===== config.mk =====
export PLATFORM = sky130hd
export DESIGN_NAME = sb_rx_msg_queue
export DESIGN_NICKNAME = d
export VERILOG_FILES = /design/src/rtl/SB_codex_pkg.sv /design/src/rtl/sb_fifo_mem.sv /design/src/rtl/sb_rx_msg_queue.sv
export SDC_FILE = /design/constraint.sdc
export NUM_CORES = 1
export LEC_CHECK = 0
export ABC_CLOCK_PERIOD_IN_PS = 3300
export CAP_MARGIN = 15
export CORE_AREA = 4 4 210 212
export DETAILED_ROUTE_END_ITERATION = 10
export DIE_AREA = 0 0 214 216
export REMOVE_ABC_BUFFERS = 1
export SLEW_MARGIN = 20
export SYNTH_ARGS = -nofsm -noshare
export SYNTH_HDL_FRONTEND = slang
export SYNTH_SLANG_ARGS = --single-unit

===== constraint.sdc =====
create_clock -name clk_100MHz -period 3.3 [get_ports clk_100MHz]
set_clock_uncertainty 0.05 [all_clocks]
set_input_delay 0.66 -clock clk_100MHz [delete_from_list [all_inputs] [get_ports clk_100MHz]]
set_output_delay 0.66 -clock clk_100MHz [all_outputs]
set_load 0.1 [all_outputs]

===== src/rtl/SB_codex_pkg.sv =====
// Sideband codex definitions shared by the SB TX/RX datapaths and the LTSM
// state blocks: message numbers, the decoded message header, its reset value
// and the default depth of the receive message queue.
package SB_codex_pkg;

    localparam int SB_RX_QUEUE_DEPTH_DEFAULT = 4;

    typedef enum logic [4:0] {
        SB_MSG_NONE                     = 5'd0,
        SBINIT_out_of_reset             = 5'd1,
        SBINIT_done_req                 = 5'd2,
        SBINIT_done_resp                = 5'd3,
        MBINIT_PARAM_configuration_req  = 5'd4,
        MBINIT_PARAM_configuration_resp = 5'd5,
        MBINIT_CAL_Done_req             = 5'd6,
        MBINIT_CAL_Done_resp            = 5'd7,
        MBINIT_REPAIRCLK_init_req       = 5'd8,
        MBINIT_REPAIRCLK_init_resp      = 5'd9
    } SB_msg_num_e;

    typedef struct packed {
        SB_msg_num_e msg_num;
        logic [15:0] msg_info;
        logic        data_present;
    } SB_msg_t;

    function automatic SB_msg_t reset_SB_msg();
        SB_msg_t m;
        m.msg_num      = SB_MSG_NONE;
        m.msg_info     = '0;
        m.data_present = 1'b0;
        return m;
    endfunction

endpackage


===== src/rtl/sb_fifo_mem.sv =====
// Register-array storage for the SB receive queue.
// Ports:
//   clk_100MHz  write clock
//   wr_en       write strobe, wr_data stored at wr_addr on the rising edge
//   wr_addr     write entry index
//   wr_data     entry to store
//   rd_addr     read entry index
//   rd_data     entry at rd_addr, combinational
module sb_fifo_mem #(
    parameter int DEPTH = 4,
    parameter int WIDTH = 86
) (
    input  logic                     clk_100MHz,
    input  logic                     wr_en,
    input  logic [$clog2(DEPTH)-1:0] wr_addr,
    input  logic [WIDTH-1:0]         wr_data,
    input  logic [$clog2(DEPTH)-1:0] rd_addr,
    output logic [WIDTH-1:0]         rd_data
);

    logic [WIDTH-1:0] mem [DEPTH];

    // Contents need no reset: an entry is only read after it has been written.
    always_ff @(posedge clk_100MHz) begin
        if (wr_en) begin
            mem[wr_addr] <= wr_data;
        end
    end

    assign rd_data = mem[rd_addr];

endmodule


===== src/rtl/sb_rx_msg_queue.sv =====
// Receive-side sideband message queue. Buffers decoded SB messages and their
// payloads in arrival order and hands them to the active LTSM state through
// the available/req/valid pull handshake.
// Ports:
//   clk_100MHz              sideband-domain clock
//   reset_n                 asynchronous active-low reset
//   in_msg_i/in_data_i      decoded header and payload from the deserializer
//   in_valid_i              one-cycle push strobe
//   flush_i                 synchronous clear of all stored entries
//   SB_RX_msg_available_o   queue non-empty (registered)
//   SB_RX_msg_req_i         consumer pull request (level)
//   SB_RX_msg_o             head message, held after pop
//   SB_RX_dataBus_o         head payload, held after pop
//   SB_RX_msg_valid_o       one-cycle strobe marking a popped entry
//   occupancy_o             stored entry count
//   overflow_o              sticky, a push was dropped while full
//   drop_count_o            saturating count of dropped pushes
module sb_rx_msg_queue
    import SB_codex_pkg::*;
#(
    parameter int DEPTH  = SB_RX_QUEUE_DEPTH_DEFAULT,
    parameter int DATA_W = 64
) (
    input  logic                   clk_100MHz,
    input  logic                   reset_n,
    input  SB_msg_t                in_msg_i,
    input  logic [DATA_W-1:0]      in_data_i,
    input  logic                   in_valid_i,
    input  logic                   flush_i,
    output logic                   SB_RX_msg_available_o,
    input  logic                   SB_RX_msg_req_i,
    output SB_msg_t                SB_RX_msg_o,
    output logic [DATA_W-1:0]      SB_RX_dataBus_o,
    output logic                   SB_RX_msg_valid_o,
    output logic [$clog2(DEPTH):0] occupancy_o,
    output logic                   overflow_o,
    output logic [7:0]             drop_count_o
);

    localparam int PTR_W = $clog2(DEPTH);
    localparam int CNT_W = PTR_W + 1;
    localparam int MSG_W = $bits(SB_msg_t);
    localparam int ENT_W = MSG_W + DATA_W;
    localparam logic [CNT_W-1:0] FULL_CNT = CNT_W'(DEPTH);

    logic [PTR_W-1:0] wr_ptr;
    logic [PTR_W-1:0] rd_ptr;
    logic [CNT_W-1:0] count;
    logic [CNT_W-1:0] count_next;
    logic             pop;
    logic             push;
    logic             drop;
    logic [ENT_W-1:0] rd_entry;

    sb_fifo_mem #(
        .DEPTH (DEPTH),
        .WIDTH (ENT_W)
    ) u_mem (
        .clk_100MHz (clk_100MHz),
        .wr_en      (push),
        .wr_addr    (wr_ptr),
        .wr_data    ({in_msg_i, in_data_i}),
        .rd_addr    (rd_ptr),
        .rd_data    (rd_entry)
    );

    // Consumers drop req one cycle after seeing valid, so req is ignored while
    // valid is high; that is the whole pop guard. A full queue still accepts a
    // push when the head is leaving in the same cycle.
    always_comb begin
        pop  = SB_RX_msg_req_i && (count != '0) && !SB_RX_msg_valid_o && !flush_i;
        push = in_valid_i && !flush_i && ((count != FULL_CNT) || pop);
        drop = in_valid_i && !flush_i && (count == FULL_CNT) && !pop;

        count_next = count;
        if (flush_i) begin
            count_next = '0;
        end else if (push && !pop) begin
            count_next = count + CNT_W'(1);
        end else if (pop && !push) begin
            count_next = count - CNT_W'(1);
        end
    end

    always_ff @(posedge clk_100MHz or negedge reset_n) begin
        if (!reset_n) begin
            wr_ptr <= '0;
            rd_ptr <= '0;
            count  <= '0;
        end else begin
            count <= count_next;
            if (flush_i) begin
                wr_ptr <= '0;
                rd_ptr <= '0;
            end else begin
                if (push) wr_ptr <= wr_ptr + PTR_W'(1);
                if (pop)  rd_ptr <= rd_ptr + PTR_W'(1);
            end
        end
    end

    // A valid pulse scheduled before a flush still completes because the
    // output register is loaded only on pop and otherwise holds.
    always_ff @(posedge clk_100MHz or negedge reset_n) begin
        if (!reset_n) begin
            SB_RX_msg_o           <= reset_SB_msg();
            SB_RX_dataBus_o       <= '0;
            SB_RX_msg_valid_o     <= 1'b0;
            SB_RX_msg_available_o <= 1'b0;
            overflow_o            <= 1'b0;
            drop_count_o          <= '0;
        end else begin
            SB_RX_msg_valid_o     <= pop;
            SB_RX_msg_available_o <= (count_next != '0);
            if (pop) begin
                SB_RX_msg_o     <= SB_msg_t'(rd_entry[ENT_W-1:DATA_W]);
                SB_RX_dataBus_o <= rd_entry[DATA_W-1:0];
            end
            if (drop) begin
                overflow_o <= 1'b1;
                if (drop_count_o != 8'hFF) begin
                    drop_count_o <= drop_count_o + 8'd1;
                end
            end
        end
    end

    assign occupancy_o = count;

endmodule


-- After elaboration in Yosys (flattened, before gate mapping)
Memories as Yosys holds them, arrays and structs flattened. A register that Yosys moved wholly into a read port is not among the register bits.
Index checks and enable logic that the tools add are counted.
- register bits after elaboration: 18
- RAM bits: 344
- input port bits: 91
- output and inout bits: 100
- logic and storage cells: 45
- memories: 1
- memory list (name ; depth ; width ; rd ports ; clocked after Yosys merged registers in ; wr ports ; line ; source):
    u_mem.mem ; 4 ; 86 ; 1 ; 1 ; 1 ; sb_fifo_mem.sv:21 ; logic [WIDTH-1:0] mem [DEPTH];
- add/sub/neg operators: 5
- equality and inequality tests: 3
- mux-type cells: 9
- reduce and logical (&&, ||, !) cells: 20
- operators by type and width (kind ; count):
    1-bit logical AND ; 9
    3-bit 2-to-1 mux ; 3
    8-bit by 1-bit adder with 8-bit output, second input constant ; 1
    2-bit 2-to-1 mux ; 4
    8-bit != test, second input constant ; 1
    3-bit nonzero test ; 2
    1-bit zero test ; 5
    2-bit by 1-bit adder with 2-bit output, second input constant ; 2
    2-bit nonzero test ; 2
    3-bit by 1-bit adder with 3-bit output, second input constant ; 1
    3-bit equality test, second input constant ; 1
    3-bit != test, second input constant ; 1
    3-bit by 1-bit subtractor with 3-bit output, second input constant ; 1
    1-bit 2-to-1 mux ; 2
    2-bit AND reduction ; 1
    1-bit logical OR ; 1

-- Logic depth before layout (Yosys ltp)
Gate-level depths: netlist (run 1).
- depth after elaboration: 12
- gate-level depth with buffers: 7
- mapped depth without buffers: 7

-- Modules after synthesis
Synthesis (run 1) repeated with hierarchy kept, for this count alone.
- cell total of the unflattened synthesis: 712
- area total of the unflattened synthesis: 16573.4 um2
- by module, submodules not included (module ; instances ; cells an instance ; area an instance (um2) ; seq. area each (um2)):
    sb_fifo_mem ; 1 ; 454 ; 12474.5 ; 10329.9
    sb_rx_msg_queue ; 1 ; 258 ; 4098.9 ; 2602.5

-- Worst setup path before layout (run 1)
OpenSTA, ideal clock, no wires.
- kind: flip-flop to flip-flop
- start: register count[1] (netlist: occupancy_o[1])
- end: memory u_mem.mem[0][0] (enable)
- library setup time: 0.454 ns
- data arrival time: 3.751 ns
- data required time: 2.796 ns
- path slack: -0.955 ns
- stages on the path, launching flop included: 6
- path buffers: 0
- clock period less this slack: 4.255 ns
- cells stage by stage: dfrtp_1 -> inv_1 -> ha_1 -> and2_1 -> nand2_1 -> and3_1
- cells in the longest elaborated chain, start to end: 8
- elaborated cells on any way between the ends: 9
- those cells by class: 1 x eq/ne; 2 x mux; 6 x reduce/logical
- RTL lines (item ; line ; source):
    start: declaration ; sb_rx_msg_queue.sv:48 ; logic [CNT_W-1:0] count;
    start signal: assignment ; sb_rx_msg_queue.sv:91 ; count <= count_next;
    3-bit nonzero test ; sb_rx_msg_queue.sv:71 ; pop = SB_RX_msg_req_i && (count != '0) && !SB_RX_msg_valid_o && !flush_i;
    1-bit logical AND (3 in a row) ; sb_rx_msg_queue.sv:71 ;
    1-bit logical OR * ; sb_rx_msg_queue.sv:72 ; push = in_valid_i && !flush_i && ((count != FULL_CNT) || pop);
    1-bit logical AND * ; sb_rx_msg_queue.sv:72 ;
    1-bit 2-to-1 mux * ; sb_fifo_mem.sv:25 ; if (wr_en) begin
    1-bit 2-to-1 mux (implied by the code) * ; sb_fifo_mem.sv:26 ; mem[wr_addr] <= wr_data;
    end: declaration ; sb_fifo_mem.sv:21 ;
Mark *: on every way between the ends. The rest lies on a longest branch, timed or not.

-- Worst setup path after layout (run 1)
- start: register count[0] (netlist: occupancy_o[0])
- end: register SB_RX_dataBus_o[52] (read register of u_mem.mem)
- cells in the longest elaborated chain, start to end: 4
- RTL lines (item ; line ; source):
    3-bit nonzero test ; sb_rx_msg_queue.sv:71 ;
    1-bit logical AND (3 in a row) ; sb_rx_msg_queue.sv:71 ;
    end: declaration ; sb_rx_msg_queue.sv:33 ; output logic [DATA_W-1:0] SB_RX_dataBus_o,
Every way passes these cells.
A chain may end at the register's enable or synchronous reset.

==> results.sh, run 1 <==
export IMPL_status="finished clean"
export IMPL_drt_vias_per_instance=4.99
export IMPL_overflow=0
export IMPL_final_max_slew_viol_count=0
export IMPL_dpl_cell_count=1443
export IMPL_gp_congestion=0.745
export IMPL_synth_simple_area_share_pct=1.29
export IMPL_antenna_found_initial=1
export IMPL_max_clock_path_buffers=3
export IMPL_ctsResizeCount=0
export IMPL_cts_setup_buffers=0
export IMPL_yosysWarnings=0
export IMPL_drt_pass1_iterations=4
export IMPL_tightest_slew_ns=0.799
export IMPL_wl_per_cell_um=21.1
export IMPL_drive_gt1_share_pct=37.6
export IMPL_pin_count=191
export IMPL_ys_ff_latch=448
export IMPL_setup_worst_path_class="flip-flop to flip-flop"
export IMPL_clock_sinks=448
export IMPL_synth_commonest_cells="edfxtp_1, dfrtp_1, mux4_2"
export IMPL_n_antenna_cell=0
export IMPL_cts_tree="yes"
export IMPL_insertion_delay_ns=0.55
export IMPL_seq_area_frac_synth_pct=77.7
export IMPL_cp_max_fo=47
export IMPL_die_w_um=214
export IMPL_initial_core_util_pct=39.7
export IMPL_synthAdderAreaFrac_pct=0.601
export IMPL_design_die_area_um2=46200
export IMPL_cts_buffers_inserted=46
export IMPL_io_buffers=190
export IMPL_min_delay_path_class="primary input to async pin"
export IMPL_placementRows=75
export IMPL_synthArstFlopShare_pct=23.2
export IMPL_synth_top_family_by_area="multiplexers"
export IMPL_synth_mux_area_fraction_pct=17.9
export IMPL_min_period_ns=2.17
export IMPL_num_vias=7630
export IMPL_holdBufCountCts=0
export IMPL_die_h_um=216
export IMPL_fin_nets=1051
export IMPL_max_vdd_ir_drop_uv=749
export IMPL_finalHoldViolCount=0
export IMPL_synth_compound_area_share_pct=0.549
export IMPL_postSynthAreaPerCell_um2=23.0
export IMPL_max_freq_mhz=460
export IMPL_synth_edf_count=344
export IMPL_syn2layout_area_growth_pct=24.0
export IMPL_dpl_cell_area_um2=19100
export IMPL_synth_top_cells_by_area="edfxtp_1, dfrtp_1, mux4_2"
export IMPL_multi_input_area_um2=3500
export IMPL_critical_path_required_ns=3.69
export IMPL_place_ws_ns=0.579
export IMPL_grtUsageTotal_pct=14.1
export IMPL_maxCapViolations=0
export IMPL_grt_setup_unrepaired="false"
export IMPL_design_area_um2=20600
export IMPL_dp_hpwl_mm=20.0
export IMPL_ctsRootBufferMaster="clkbuf_16"
export IMPL_cts_htree_levels=2
export IMPL_yosysMostFrequentCell="edfxtp_1"
export IMPL_setup_ws_ns=1.13
export IMPL_fillerInstances=3419
export IMPL_wirelength_mm=32.3
export IMPL_core_area_um2=41900
export IMPL_grt_max_degree=63
export IMPL_drt_initial_drc_count=454
export IMPL_grt_pass1_wl_mm=50.1
export IMPL_crit_arrival_ns=2.56
export IMPL_post_layout_nonfiller_instances=1529
export IMPL_power_leakage_nw=7.21
export IMPL_clkSlewWorstSetupHoldPaths_ns=0.06
export IMPL_synth_top_area_share_pct=62.0
export IMPL_critPathCaptureType="flip-flop"
export IMPL_powerDensity_nw_per_um2=970
export IMPL_synth_distinct_cells=39
export IMPL_grt_pass1_vias=8144
export IMPL_synthCells=725
export IMPL_syn_area_um2=16600
export IMPL_seq_area_um2=12900
export IMPL_drcViolationCount=0
export IMPL_setup_violations_final=0
export IMPL_period_share_pct=65.8
export IMPL_cp_start_kind="flip-flop"
export IMPL_total_power_mw=20.0
export IMPL_synth_top_cell_by_area="edfxtp_1"
export IMPL_relSlewSlack_pct=46.8
export IMPL_antenna_left=0
export IMPL_synth_xor_area_share_pct=0.579
export IMPL_synth_ff_type="edfxtp_1"
[worst paths after layout]
kind | start | endpoint | slack, ns | cells after the start
worst max-delay path | occupancy_o[0]$_DFF_PN0_ | SB_RX_dataBus_o[52]$_DFFE_PN0N_ | 1.13 | 6
worst min register to register | drop_count_o[6]$_DFFE_PN0P_ | drop_count_o[6]$_DFFE_PN0P_ | 0.45 | 1
worst max register to register | occupancy_o[0]$_DFF_PN0_ | SB_RX_dataBus_o[52]$_DFFE_PN0N_ | 1.13 | 6
min in group clk_100MHz | drop_count_o[6]$_DFFE_PN0P_ | drop_count_o[6]$_DFFE_PN0P_ | 0.45 | 1
worst min-delay path | reset_n | SB_RX_dataBus_o[22]$_DFFE_PN0N_ | 0.12 | 1
max in group asynchronous | reset_n | SB_RX_msg_o[17]$_DFFE_PN0N_ | 2.37 | 2
[layer usage]
layer  GRT usage, %  wire length, um
met1           20.4            14700
met2           21.3            15000
met3           3.63             2010
met4           4.08              558
met5              0               12
[logic make-up (layout without fill, tap and decap cells)]
family / Yosys count / in the layout
compound gates: 11 / 11
mux: 173 / 173
fa+ha+maj: 8 / 8
xor+xnor: 11 / 11
buf+inv: 37 / 302
simple gates: 37 / 37
flops: 448 / 448
[registers in the layout, indices dropped and copies added (netlist names), 2 cells and up]
signal,count
SB_RX_dataBus_o,64
wr_ptr,2
rd_ptr,2
SB_RX_msg_o,22
drop_count_o,8
occupancy_o,3
u_mem.mem,344
[cell type report]
class / instances / share of cell area [%]
clock inverters: 17 / 0.758
flip-flops and latches: 448 / 62.7
repair buffers: 210 / 9.50
multi-input cells: 240 / 17.0
well taps: 539 / 3.27
inverters: 6 / 0.109
clock buffers: 69 / 6.69
[per-stage QoR]
stage	hold slack, ns	setup TNS (ns)	utilization [%]
after CTS	0.146	0	49.2
final	0.116	0	49.2
after global placement	0.434	0	45.5
after floorplan	0.314	-435.94	-
after global routing	0.158	0	49.2
after detailed placement	0.436	0	45.5
[where the power goes]
group	total (mW)	internal [mW]	leakage (nW)	switching, mW
registers	7.32	6.87	4.39	0.453
logic	7.52	2.09	2.06	5.43
clock network	5.17	3.12	0.757	2.05
[cells in the final DEF (no fill, tap or decap), drive strengths merged, types with 2 or more instances in the layout]
| cell | netlist | final |
|---|---|---|
| clkinv | 0 | 13 |
| ha | 8 | 8 |
| xor2 | 3 | 3 |
| and3 | 4 | 4 |
| a211oi | 2 | 2 |
| xnor2 | 8 | 8 |
| clkbuf | 8 | 69 |
| nand2 | 12 | 12 |
| buf | 23 | 121 |
| nand4 | 2 | 2 |
| nor2 | 6 | 6 |
| edfxtp | 344 | 344 |
| and2 | 2 | 2 |
| mux2 | 86 | 86 |
| mux4 | 86 | 86 |
| nor3 | 2 | 2 |
| inv | 6 | 6 |
| nand3 | 4 | 4 |
| clkdlybuf4s50 | 0 | 89 |
| dfrtp | 104 | 104 |
| bufinv | 0 | 3 |
[critical path: stages, from the launching register on]
cell,delay [ns]
dfrtp_1,0.42
inv_1,0.09
ha_1,0.25
and2b_1,0.25
nor3_4,0.24
buf_12,0.30
mux2_2,0.38
(Power assumes the default switching activity.)
==> run 2, diff against run 1 <==
--- a/config.mk
+++ b/config.mk
@@ -5,7 +5,7 @@
 export SDC_FILE = /design/constraint.sdc
 export NUM_CORES = 1
 export LEC_CHECK = 0
-export ABC_CLOCK_PERIOD_IN_PS = 3300
+export ABC_CLOCK_PERIOD_IN_PS = 1770
 export CAP_MARGIN = 15
 export CORE_AREA = 4 4 210 212
 export DETAILED_ROUTE_END_ITERATION = 10
==> constraint.sdc (replaced) <==
create_clock -name clk_100MHz -period 1.77 [get_ports clk_100MHz]
set_clock_uncertainty 0.05 [all_clocks]
set_input_delay 0.354 -clock clk_100MHz [delete_from_list [all_inputs] [get_ports clk_100MHz]]
set_output_delay 0.354 -clock clk_100MHz [all_outputs]
set_load 0.1 [all_outputs]
==> run 2 against run 1 <==
The flow now finishes with violations (setup timing). Via count up 7.4%. Wire length up 17%. Combinational power up 140%. Sequential power up 97%. Clock-buffer cell count down 6. Total power up 110%. Non-clock buffer count up 100. Global-route usage up 1.3 points. Die area unchanged. Critical path depth up 1.
==> results.sh, run 2 (same netlist as run 1, synthesis figures left out) <==
export IMPL_status="finished with violations"
export IMPL_violations="setup timing"
export IMPL_cts_htree_levels=2
export IMPL_wl_per_cell_um=23.2
export IMPL_cp_start_kind="flip-flop"
export IMPL_crit_arrival_ns=2.29
export IMPL_gp_congestion=0.751
export IMPL_initial_core_util_pct=39.7
export IMPL_cts_tree="yes"
export IMPL_top_register="u_mem.mem"
export IMPL_min_period_ns=1.89
export IMPL_fillerInstances=3122
export IMPL_insertion_delay_ns=0.57
export IMPL_clkSlewWorstSetupHoldPaths_ns=0.06
export IMPL_antenna_left=0
export IMPL_setup_worst_path_class="flip-flop to flip-flop"
export IMPL_cts_buffers_inserted=46
export IMPL_max_clock_path_buffers=3
export IMPL_final_max_slew_viol_count=0
export IMPL_ctsRootBufferMaster="clkbuf_16"
export IMPL_overflow=0
export IMPL_whs_ns=0.232
export IMPL_max_vdd_ir_drop_uv=1750
export IMPL_power_leakage_nw=8.33
export IMPL_design_die_area_um2=46200
export IMPL_drt_initial_drc_count=588
export IMPL_grt_pass1_vias=8561
export IMPL_wirelength_mm=37.8
export IMPL_setup_violations_final=224
export IMPL_top_regs="u_mem.mem (344), SB_RX_dataBus_o (64), SB_RX_msg_o (22)"
export IMPL_io_buffers=190
export IMPL_min_delay_path_class="primary input to async pin"
export IMPL_maxCapViolations=0
export IMPL_num_vias=8198
export IMPL_core_area_um2=41900
export IMPL_placementRows=75
export IMPL_drt_vias_per_instance=5.03
export IMPL_tightest_slew_ns=0.431
export IMPL_grtUsageTotal_pct=15.4
export IMPL_pin_count=191
export IMPL_antenna_found_initial=2
export IMPL_relSlewSlack_pct=71.3
export IMPL_grt_max_degree=33
export IMPL_fin_nets=1151
export IMPL_drive_gt1_share_pct=42.8
export IMPL_finalHoldViolCount=0
export IMPL_drcViolationCount=0
export IMPL_die_w_um=214
export IMPL_powerDensity_nw_per_um2=1770
export IMPL_cp_max_fo=8
export IMPL_largest_register_ff_count=344
export IMPL_period_share_pct=107
export IMPL_fin_util_pct=55.7
export IMPL_grt_pass1_wl_mm=54.3
export IMPL_grt_setup_unrepaired="true"
export IMPL_critical_path_required_ns=2.17
export IMPL_syn2layout_area_growth_pct=40.2
export IMPL_critPathCaptureType="flip-flop"
export IMPL_clock_sinks=448
export IMPL_seq_area_um2=12900
export IMPL_dp_hpwl_mm=22.8
export IMPL_final_common_cell="edfxtp_1"
export IMPL_drt_pass1_iterations=7
export IMPL_multi_input_area_um2=3620
export IMPL_max_freq_mhz=528
export IMPL_die_h_um=216
export IMPL_setup_ws_ns=-0.124
export IMPL_layout_common_cells="edfxtp_1, buf_12, dfrtp_1"
-- run 2: cell type report --
type                            instances  share of cell area, %
Antenna cell                            1                 0.0107
Inverter                                6                 0.0965
Clock inverter                         23                  0.563
Tap cell                              539                   2.89
Sequential cell                       448                   55.4
Timing Repair Buffer                  310                   20.2
Multi-Input combinational cell        240                   15.5
Clock buffer                           63                   5.34
-- run 2: metrics by stage --
step	total power [mW]	cell area (um^2)	setup WS (ns)	TNS [ns]	cells
final	41.3	23300	-0.124	-9.11	1630
after global placement	32.1	21000	-0.388	-142.78	1496
after global routing	42.8	23300	-0.180	-28.36	1629
after CTS	41.6	22600	-0.108	-20.42	1596
after floorplan	24.5	16400	-2.74	-1104.51	694
after detailed placement	32.2	21000	-0.382	-138.56	1496
-- run 2: worst max-delay path, stage by stage (launching register included) --
cell and delay [ns]:
dfrtp_1 0.37, inv_2 0.06, ha_4 0.16, and2b_2 0.22, nor3_4 0.16, buf_6 0.23
clkbuf_16 0.20, mux2_2 0.33
-- run 2: power breakdown --
part           leakage [nW]  total (mW)  internal [mW]  switching, mW
clock network         0.669        8.84           4.96           3.88
registers              4.39        14.4           12.8           1.55
logic                  3.27        18.1           7.60           10.5
total                  8.33        41.3           25.4           16.0
-- run 2: final timing paths --
| path | start | endpoint | slack, ns | cells past startpoint |
|---|---|---|---|---|
| worst max-delay path | occupancy_o[1]$_DFF_PN0_ | SB_RX_dataBus_o[24]$_DFFE_PN0N_ | -0.12 | 7 |
| worst min-delay path | reset_n | SB_RX_msg_o[2]$_DFFE_PN0N_ | 0.23 | 2 |
| worst max register to register | occupancy_o[1]$_DFF_PN0_ | SB_RX_dataBus_o[24]$_DFFE_PN0N_ | -0.12 | 7 |
| worst min register to register | drop_count_o[6]$_DFFE_PN0P_ | drop_count_o[6]$_DFFE_PN0P_ | 0.51 | 1 |
| max in group asynchronous | reset_n | drop_count_o[3]$_DFFE_PN0P_ | 0.88 | 3 |
| min in group clk_100MHz | in_data_i[61] | u_mem.mem[2][61]$_DFFE_PP_ | 0.36 | 1 |
-- run 2: per-layer routing --
metal | share of wire (%) | vias up | GRT usage [%]
met5 | 0.019 | - | 0
met1 | 46 | 4326 | 22.3
met3 | 4.9 | 49 | 3.35
met2 | 47 | 213 | 23.8
li1 | - | 3608 | -
met4 | 1.8 | 2 | 4.41
-- run 2: timing repair --
item / CTS / global route
hold buffers: 1 / 0
endpoints found under the setup margin: 429 / 434
endpoints found under the hold margin: 21 / 0
gates cloned: 3 / 21
setup buffers: 10 / 12
pin swaps: 0 / 5
resized for setup: 30 / 32
==> run 3, diff against run 2 <==
--- a/config.mk
+++ b/config.mk
@@ -6,7 +6,7 @@
 export NUM_CORES = 1
 export LEC_CHECK = 0
 export ABC_CLOCK_PERIOD_IN_PS = 1770
-export CAP_MARGIN = 15
+export CAP_MARGIN = 25
 export CORE_AREA = 4 4 210 212
 export DETAILED_ROUTE_END_ITERATION = 10
 export DIE_AREA = 0 0 214 216
==> results of run 3 <==
Final layout, timing and power as in run 2 (identical DEF).
